**src/rtl/load_store_unit.sv**
```systemverilog
// MEM-stage load/store unit bridging the pipeline to a single-outstanding request/response bus.
// Stores are lane-replicated with byte strobes; loads are lane-extracted and sign/zero-extended.
module load_store_unit #(
  parameter int unsigned TIMEOUT_CYCLES = 255
) (
  input  logic        clock,
  input  logic        reset,
  input  logic        mem_read_i,
  input  logic        mem_write_i,
  input  logic [31:0] addr_i,
  input  logic [31:0] wdata_i,
  input  logic [1:0]  byte_size_i,
  input  logic        sign_ext_i,
  output logic [31:0] rdata_o,
  output logic        stall_o,
  output logic        misalign_o,
  output logic        err_o,
  output logic        bus_req_o,
  output logic        bus_we_o,
  output logic [31:0] bus_addr_o,
  output logic [31:0] bus_wdata_o,
  output logic [3:0]  bus_wstrb_o,
  input  logic        bus_ready_i,
  input  logic        bus_rvalid_i,
  input  logic [31:0] bus_rdata_i,
  input  logic        bus_err_i
);

  // state | meaning
  // IDLE  | waiting for a MEM-stage access; misaligned ones are rejected here
  // REQ   | request presented on the bus, held stable until bus_ready_i
  // RESP  | read accepted, waiting for bus_rvalid_i
  // DONE  | single completion cycle; the pipeline advances past the access
  typedef enum logic [1:0] {
    S_IDLE = 2'b00,
    S_REQ  = 2'b01,
    S_RESP = 2'b10,
    S_DONE = 2'b11
  } state_t;

  localparam logic [7:0] TIMEOUT_LIMIT = 8'(TIMEOUT_CYCLES);

  state_t      state_q, state_d;
  logic [31:0] addr_q, addr_d;
  logic [31:0] wdata_q, wdata_d;
  logic [3:0]  wstrb_q, wstrb_d;
  logic        we_q, we_d;
  logic [1:0]  size_q, size_d;
  logic        sign_q, sign_d;
  logic [31:0] rdata_q, rdata_d;
  logic        err_q, err_d;
  logic [7:0]  cnt_q, cnt_d;

  logic        access_c;
  logic        misaligned_c;
  logic [31:0] lane_wdata_c;
  logic [3:0]  lane_wstrb_c;
  logic [7:0]  cnt_inc_c;
  logic        timeout_c;
  logic        stall_c;
  logic        misalign_c;

  function automatic logic [31:0] load_extract(input logic [31:0] word,
                                               input logic [1:0]  offset,
                                               input logic [1:0]  size,
                                               input logic        sign_ext);
    logic [7:0]  byte_v;
    logic [15:0] half_v;
    byte_v = word[{offset, 3'b000} +: 8];
    half_v = offset[1] ? word[31:16] : word[15:0];
    case (size)
      2'b00:   load_extract = {{24{sign_ext & byte_v[7]}}, byte_v};
      2'b01:   load_extract = {{16{sign_ext & half_v[15]}}, half_v};
      default: load_extract = word;
    endcase
  endfunction

  assign access_c  = mem_read_i | mem_write_i;
  assign cnt_inc_c = cnt_q + 8'd1;
  assign timeout_c = (cnt_inc_c == TIMEOUT_LIMIT);

  // Size 2'b11 falls into the word branch.
  always_comb begin
    lane_wdata_c = wdata_i;
    lane_wstrb_c = 4'b1111;
    misaligned_c = 1'b0;
    case (byte_size_i)
      2'b00: begin
        lane_wdata_c = {4{wdata_i[7:0]}};
        lane_wstrb_c = 4'b0001 << addr_i[1:0];
      end
      2'b01: begin
        lane_wdata_c = {2{wdata_i[15:0]}};
        lane_wstrb_c = addr_i[1] ? 4'b1100 : 4'b0011;
        misaligned_c = addr_i[0];
      end
      default: misaligned_c = (addr_i[1:0] != 2'b00);
    endcase
  end

  always_comb begin
    state_d    = state_q;
    addr_d     = addr_q;
    wdata_d    = wdata_q;
    wstrb_d    = wstrb_q;
    we_d       = we_q;
    size_d     = size_q;
    sign_d     = sign_q;
    rdata_d    = rdata_q;
    err_d      = err_q;
    cnt_d      = cnt_q;
    stall_c    = 1'b0;
    misalign_c = 1'b0;
    case (state_q)
      S_IDLE: begin
        err_d = 1'b0;
        if (access_c) begin
          if (misaligned_c) begin
            misalign_c = 1'b1;
          end else begin
            stall_c = 1'b1;
            state_d = S_REQ;
            addr_d  = addr_i;
            we_d    = mem_write_i;
            wdata_d = mem_write_i ? lane_wdata_c : 32'h0;
            wstrb_d = mem_write_i ? lane_wstrb_c : 4'b0000;
            size_d  = byte_size_i;
            sign_d  = sign_ext_i;
            rdata_d = 32'h0;
            cnt_d   = 8'h0;
          end
        end
      end
      S_REQ: begin
        stall_c = 1'b1;
        cnt_d   = cnt_inc_c;
        // A handshake in the same cycle as the terminal count still completes normally.
        if (bus_ready_i) begin
          if (we_q) begin
            state_d = S_DONE;
            err_d   = bus_err_i;
          end else begin
            state_d = S_RESP;
          end
        end else if (timeout_c) begin
          state_d = S_DONE;
          err_d   = 1'b1;
        end
      end
      S_RESP: begin
        stall_c = 1'b1;
        cnt_d   = cnt_inc_c;
        if (bus_rvalid_i) begin
          state_d = S_DONE;
          err_d   = bus_err_i;
          rdata_d = bus_err_i ? 32'h0 : load_extract(bus_rdata_i, addr_q[1:0], size_q, sign_q);
        end else if (timeout_c) begin
          state_d = S_DONE;
          err_d   = 1'b1;
        end
      end
      S_DONE: begin
        state_d = S_IDLE;
      end
      default: begin
        state_d = S_IDLE;
      end
    endcase
  end

  always_ff @(posedge clock or posedge reset) begin
    if (reset) begin
      state_q <= S_IDLE;
      addr_q  <= 32'h0;
      wdata_q <= 32'h0;
      wstrb_q <= 4'b0000;
      we_q    <= 1'b0;
      size_q  <= 2'b00;
      sign_q  <= 1'b0;
      rdata_q <= 32'h0;
      err_q   <= 1'b0;
      cnt_q   <= 8'h0;
    end else begin
      state_q <= state_d;
      addr_q  <= addr_d;
      wdata_q <= wdata_d;
      wstrb_q <= wstrb_d;
      we_q    <= we_d;
      size_q  <= size_d;
      sign_q  <= sign_d;
      rdata_q <= rdata_d;
      err_q   <= err_d;
      cnt_q   <= cnt_d;
    end
  end

  // IDLE-cycle outputs follow the request inputs, so reset must gate them directly.
  assign stall_o     = stall_c & ~reset;
  assign misalign_o  = misalign_c & ~reset;
  assign err_o       = (state_q == S_DONE) & err_q;
  assign rdata_o     = ((state_q == S_DONE) && !err_q) ? rdata_q : 32'h0;
  assign bus_req_o   = (state_q == S_REQ);
  assign bus_we_o    = bus_req_o & we_q;
  assign bus_addr_o  = bus_req_o ? {addr_q[31:2], 2'b00} : 32'h0;
  assign bus_wdata_o = bus_req_o ? wdata_q : 32'h0;
  assign bus_wstrb_o = bus_req_o ? wstrb_q : 4'b0000;

endmodule

```
**config.mk**
```make
export PLATFORM = sky130hd
export DESIGN_NAME = load_store_unit
export DESIGN_NICKNAME = d
export VERILOG_FILES = /design/src/rtl/load_store_unit.sv
export SDC_FILE = /design/constraint.sdc
export NUM_CORES = 1
export LEC_CHECK = 0
export CORE_MARGIN = 2
export CORE_UTILIZATION = 50
export DETAILED_ROUTE_END_ITERATION = 12
export PLACE_DENSITY = 0.94
export SYNTH_ARGS = -nofsm -noshare
export SYNTH_HDL_FRONTEND = slang
export SYNTH_SLANG_ARGS = --single-unit
```
**constraint.sdc**
```tcl
create_clock -name clock -period 11.1 [get_ports clock]
set_clock_uncertainty 0.15 [all_clocks]
set_input_delay 1.11 -clock clock [delete_from_list [all_inputs] [get_ports clock]]
set_output_delay 1.11 -clock clock [all_outputs]
set_load 0.1 [all_outputs]
```
==> summary.log <==
INFO  cts            clock_latency=0.41ns
INFO  sta            report.final.slew_viol_count=0
INFO  detailed_routing route.final.wire_length=19.0mm
INFO  die            initial_utilization=50.8%
INFO  placed_design  gpl.final_weighted_congestion=0.899
INFO  sta            setup_tns=0ns
INFO  outcome        status=finished, final reports clean
INFO  setup_path     crit_path_end_kind=primary output
INFO  sta            final.setup.worst_slack=5.07ns
INFO  logic_synthesis synth-edff-count=0
INFO  detailed_routing detail_route.wl_per_cell=18.4µm
INFO  setup_path     r2r_start=state_q[0]
INFO  worst_hold_path hp-class=register to register
INFO  cts            cts_bufs_inserted=17
INFO  die            floorplan.die.width=117µm
INFO  sta            final_period_minus_worst_setup_slack=6.03ns
INFO  setup_path     cp-start-kind=input pin
INFO  logic_synthesis synth_commonest_cells=115 x sky130_fd_sc_hd__dfrtp_1, 103 x sky130_fd_sc_hd__and2_1, 59 x sky130_fd_sc_hd__o21ai_0
INFO  placed_design  dp_worst_setup_slack=5.09ns
INFO  die            boundaryPins=211
INFO  logic_synthesis post_synth_instance_area=0.00638mm²
INFO  die            core_area=0.0126mm²
INFO  sta            tightest_slew=1.19ns
INFO  global_routing globalRouteOverflowTotal=0
INFO  power_and_ir_drop pwr_density_cell=310mW/mm²
INFO  die            floorplan.die_area=0.0137mm²
INFO  detailed_routing drt_drc_violations_left=0
INFO  sta            max_slew_margin=20.6%
INFO  logic_synthesis synth_cell_types=49
INFO  cts            tritoncts_num_sinks=115
INFO  global_routing grt_pass1_wl=29.6mm
INFO  cts            clk_root_buffer_cell=sky130_fd_sc_hd__clkbuf_16
INFO  logic_synthesis synth_flop_type=sky130_fd_sc_hd__dfrtp_1
INFO  setup_path     cp.required=9.84ns
INFO  detailed_routing final_antenna_net_count=0
INFO  logic_synthesis post-synth-top-count-cell=sky130_fd_sc_hd__dfrtp_1
INFO  global_routing first_global_vias=5899
INFO  logic_synthesis yosysTopAreaCellShare=45.1%
INFO  logic_synthesis combinational_family_with_the_most_area_after_synthesis=simple AND/OR/NAND/NOR gates
INFO  finish         design.final.nets=959
INFO  sta            report.final.hold_viol_count=0
INFO  finish         antennaDiodeCount=0
INFO  cts            postCtsSetupBuffers=0
INFO  logic_synthesis synth_warnings=0
INFO  logic_synthesis synth_compound_area_share=17.2%
INFO  logic_synthesis synth_cells=661
INFO  finish         layout-drive-gt1-share=10.7%
INFO  global_routing grtUsageTotal=28.2%
INFO  cts            cts-htree-levels=4
INFO  sta            max_freq=0.166GHz
INFO  power_and_ir_drop leakage_component_of_the_power=3.89nW
INFO  sta            timing.final.setup_violations=0
INFO  cts            clk_pin_slew_worst_paths=0.05ns
INFO  setup_path     worst_ep_arrival_time=4.77ns
INFO  logic_synthesis most_area_consuming_cells_after_synthesis=sky130_fd_sc_hd__dfrtp_1 45%, sky130_fd_sc_hd__and2_1 10%, sky130_fd_sc_hd__mux2_2 7.6%
INFO  logic_synthesis post_synth_xor_area_fraction=0.137%
INFO  detailed_routing drt-pass1-iter-count=5
INFO  sta            unrepaired_setup_endpoints_after_global_routing=false
INFO  finish         syn2layout_area_growth=43.9%
INFO  logic_synthesis muxShareOfSynthArea=12.3%
INFO  detailed_routing via_count=5893
INFO  global_routing antenna_found_initial=0
INFO  cts            hold_buffers=0
INFO  logic_synthesis syn_area_per_cell=9.66µm²
INFO  detailed_routing drt_first_iter_violations=591
INFO  setup_path     worst-r2r-cell-count=6
INFO  logic_synthesis synth_top_cell_by_area=sky130_fd_sc_hd__dfrtp_1
INFO  setup_path     crit_start=byte_size_i[0]
INFO  logic_synthesis ys_seq_area_share=45.1%
INFO  placed_design  portBuffers=208
INFO  logic_synthesis synth-simple-area-share=19.6%
INFO  cts            cts-root-to-sink-buffers=2
INFO  cts            cts_resized=0
INFO  global_routing grt_start_max_net_pins=81
INFO  placed_design  dpl.hpwl=12.7mm
INFO  logic_synthesis ys_seq_elements=115
INFO  logic_synthesis synth_fa_ha_area_share=1.57%
INFO  setup_path     path_max_fanout=74
INFO  sta            fin_hold_ws=0.321ns
INFO  setup_path     critical_path_class=input pin to primary output
INFO  logic_synthesis synthArstFlopShare=100%
INFO  setup_path     regToRegSetupSlack=8.36ns
INFO  power_and_ir_drop ir_worst_vdd=0.264mV
INFO  finish         fin_util=73.1%
INFO  setup_path     endpoint=stall_o
INFO  sta            finalCritPeriodShare=54.4%
INFO  cts            cts_tree=yes
INFO  detailed_routing detail_route.vias_per_cell=5.72
INFO  job            maxCapViolations=0
INFO  die            floorplan.rows=41
INFO  die            die_h=117µm
INFO  setup_path     rr_endpoint=addr_q[6]
==> metrics by stage <==
step	instances	power [mW]	instance area [µm²]
after floorplan	662	1.85	6390
after global placement	998	2.19	8520
after detailed placement	998	2.22	8520
after CTS	1030	2.86	9190
after global routing	1030	2.98	9190
final	1030	2.85	9190
==> logic make-up after synthesis <==
logic type               count (synthesis)
AND/OR/NAND/NOR                        232
flip-flops                             115
adder cells (fa/ha/maj)                  8
AO/OA/AOI/OAI                          170
multiplexers                            72
XOR/XNOR                                 1
other                                    1
buffers and inverters                   62
==> registers in the layout, summed over array words and instances (netlist names) <==
register and count:
addr_q 32, cnt_q 8, we_q 1, wdata_q 32
size_q 2, rdata_q 32, wstrb_q 4, sign_q 1
err_q 1, state_q 2
==> cells in the final DEF (no fill, tap or decap), types with 6 or more instances in the layout <==
| master | netlist | routed |
|---|---|---|
| sky130_fd_sc_hd__o21ai_0 | 59 | 59 |
| sky130_fd_sc_hd__mux2i_1 | 28 | 28 |
| sky130_fd_sc_hd__clkbuf_16 | 0 | 17 |
| sky130_fd_sc_hd__inv_1 | 12 | 11 |
| sky130_fd_sc_hd__buf_4 | 2 | 6 |
| sky130_fd_sc_hd__nand2b_1 | 14 | 14 |
| sky130_fd_sc_hd__clkdlybuf4s50_1 | 0 | 208 |
| sky130_fd_sc_hd__dfrtp_1 | 115 | 115 |
| sky130_fd_sc_hd__ha_1 | 8 | 7 |
| sky130_fd_sc_hd__a22o_1 | 11 | 11 |
| sky130_fd_sc_hd__o31ai_1 | 31 | 31 |
| sky130_fd_sc_hd__nand3_1 | 8 | 8 |
| sky130_fd_sc_hd__and2_1 | 103 | 103 |
| sky130_fd_sc_hd__o22ai_1 | 7 | 7 |
| sky130_fd_sc_hd__a32o_1 | 7 | 7 |
| sky130_fd_sc_hd__a21oi_1 | 31 | 31 |
| sky130_fd_sc_hd__nor2_1 | 26 | 26 |
| sky130_fd_sc_hd__mux2_2 | 43 | 43 |
| sky130_fd_sc_hd__nand2_1 | 56 | 56 |
==> power breakdown <==
group	switching, mW	internal [mW]
clock	0.191	0.427
sequential	0.117	0.562
combinational	1.12	0.433
==> how the worst min path moves through the flow <==
| stage | start | to | slack [ns] | cells past startpoint |
|---|---|---|---|---|
| after global routing | wdata_q[11] | wdata_q[11] | 0.34 | 2 |
| after floorplan | wdata_q[31] | wdata_q[31] | 0.29 | 2 |
| after CTS | wdata_q[11] | wdata_q[11] | 0.32 | 2 |
| after global placement | wdata_q[23] | wdata_q[23] | 0.31 | 2 |
| final | wdata_q[11] | wdata_q[11] | 0.32 | 2 |
| after detailed placement | wstrb_q[0] | wstrb_q[0] | 0.31 | 2 |
==> critical path: stages <==
cell and delay [ns]:
sky130_fd_sc_hd__clkdlybuf4s50_1 0.76, sky130_fd_sc_hd__o21a_1 0.38, sky130_fd_sc_hd__or4_2 0.61, sky130_fd_sc_hd__buf_4 0.39, sky130_fd_sc_hd__a211oi_1 0.34, sky130_fd_sc_hd__clkdlybuf4s50_1 1.18
==> layer usage <==
metal  global-route usage, %  vias to the layer above  routed length, µm
met4                    12.2                        0                483
met3                    9.42                       42               1850
met2                    46.8                      326               9480
met5                       0                        -                  0
li1                        -                     2685                  -
met1                    33.7                     2840               7160
==> final cells by class <==
cell class / instances / area (µm²)
fillers: 852 / 3380
well taps: 172 / 215
multi-input cells: 485 / 3250
repair buffers: 214 / 2130
flip-flops and latches: 115 / 2880
clock inverters: 9 / 173
inverters: 12 / 47.5
clock buffers: 23 / 498
No activity file was read; power rests on OpenSTA's default activity.
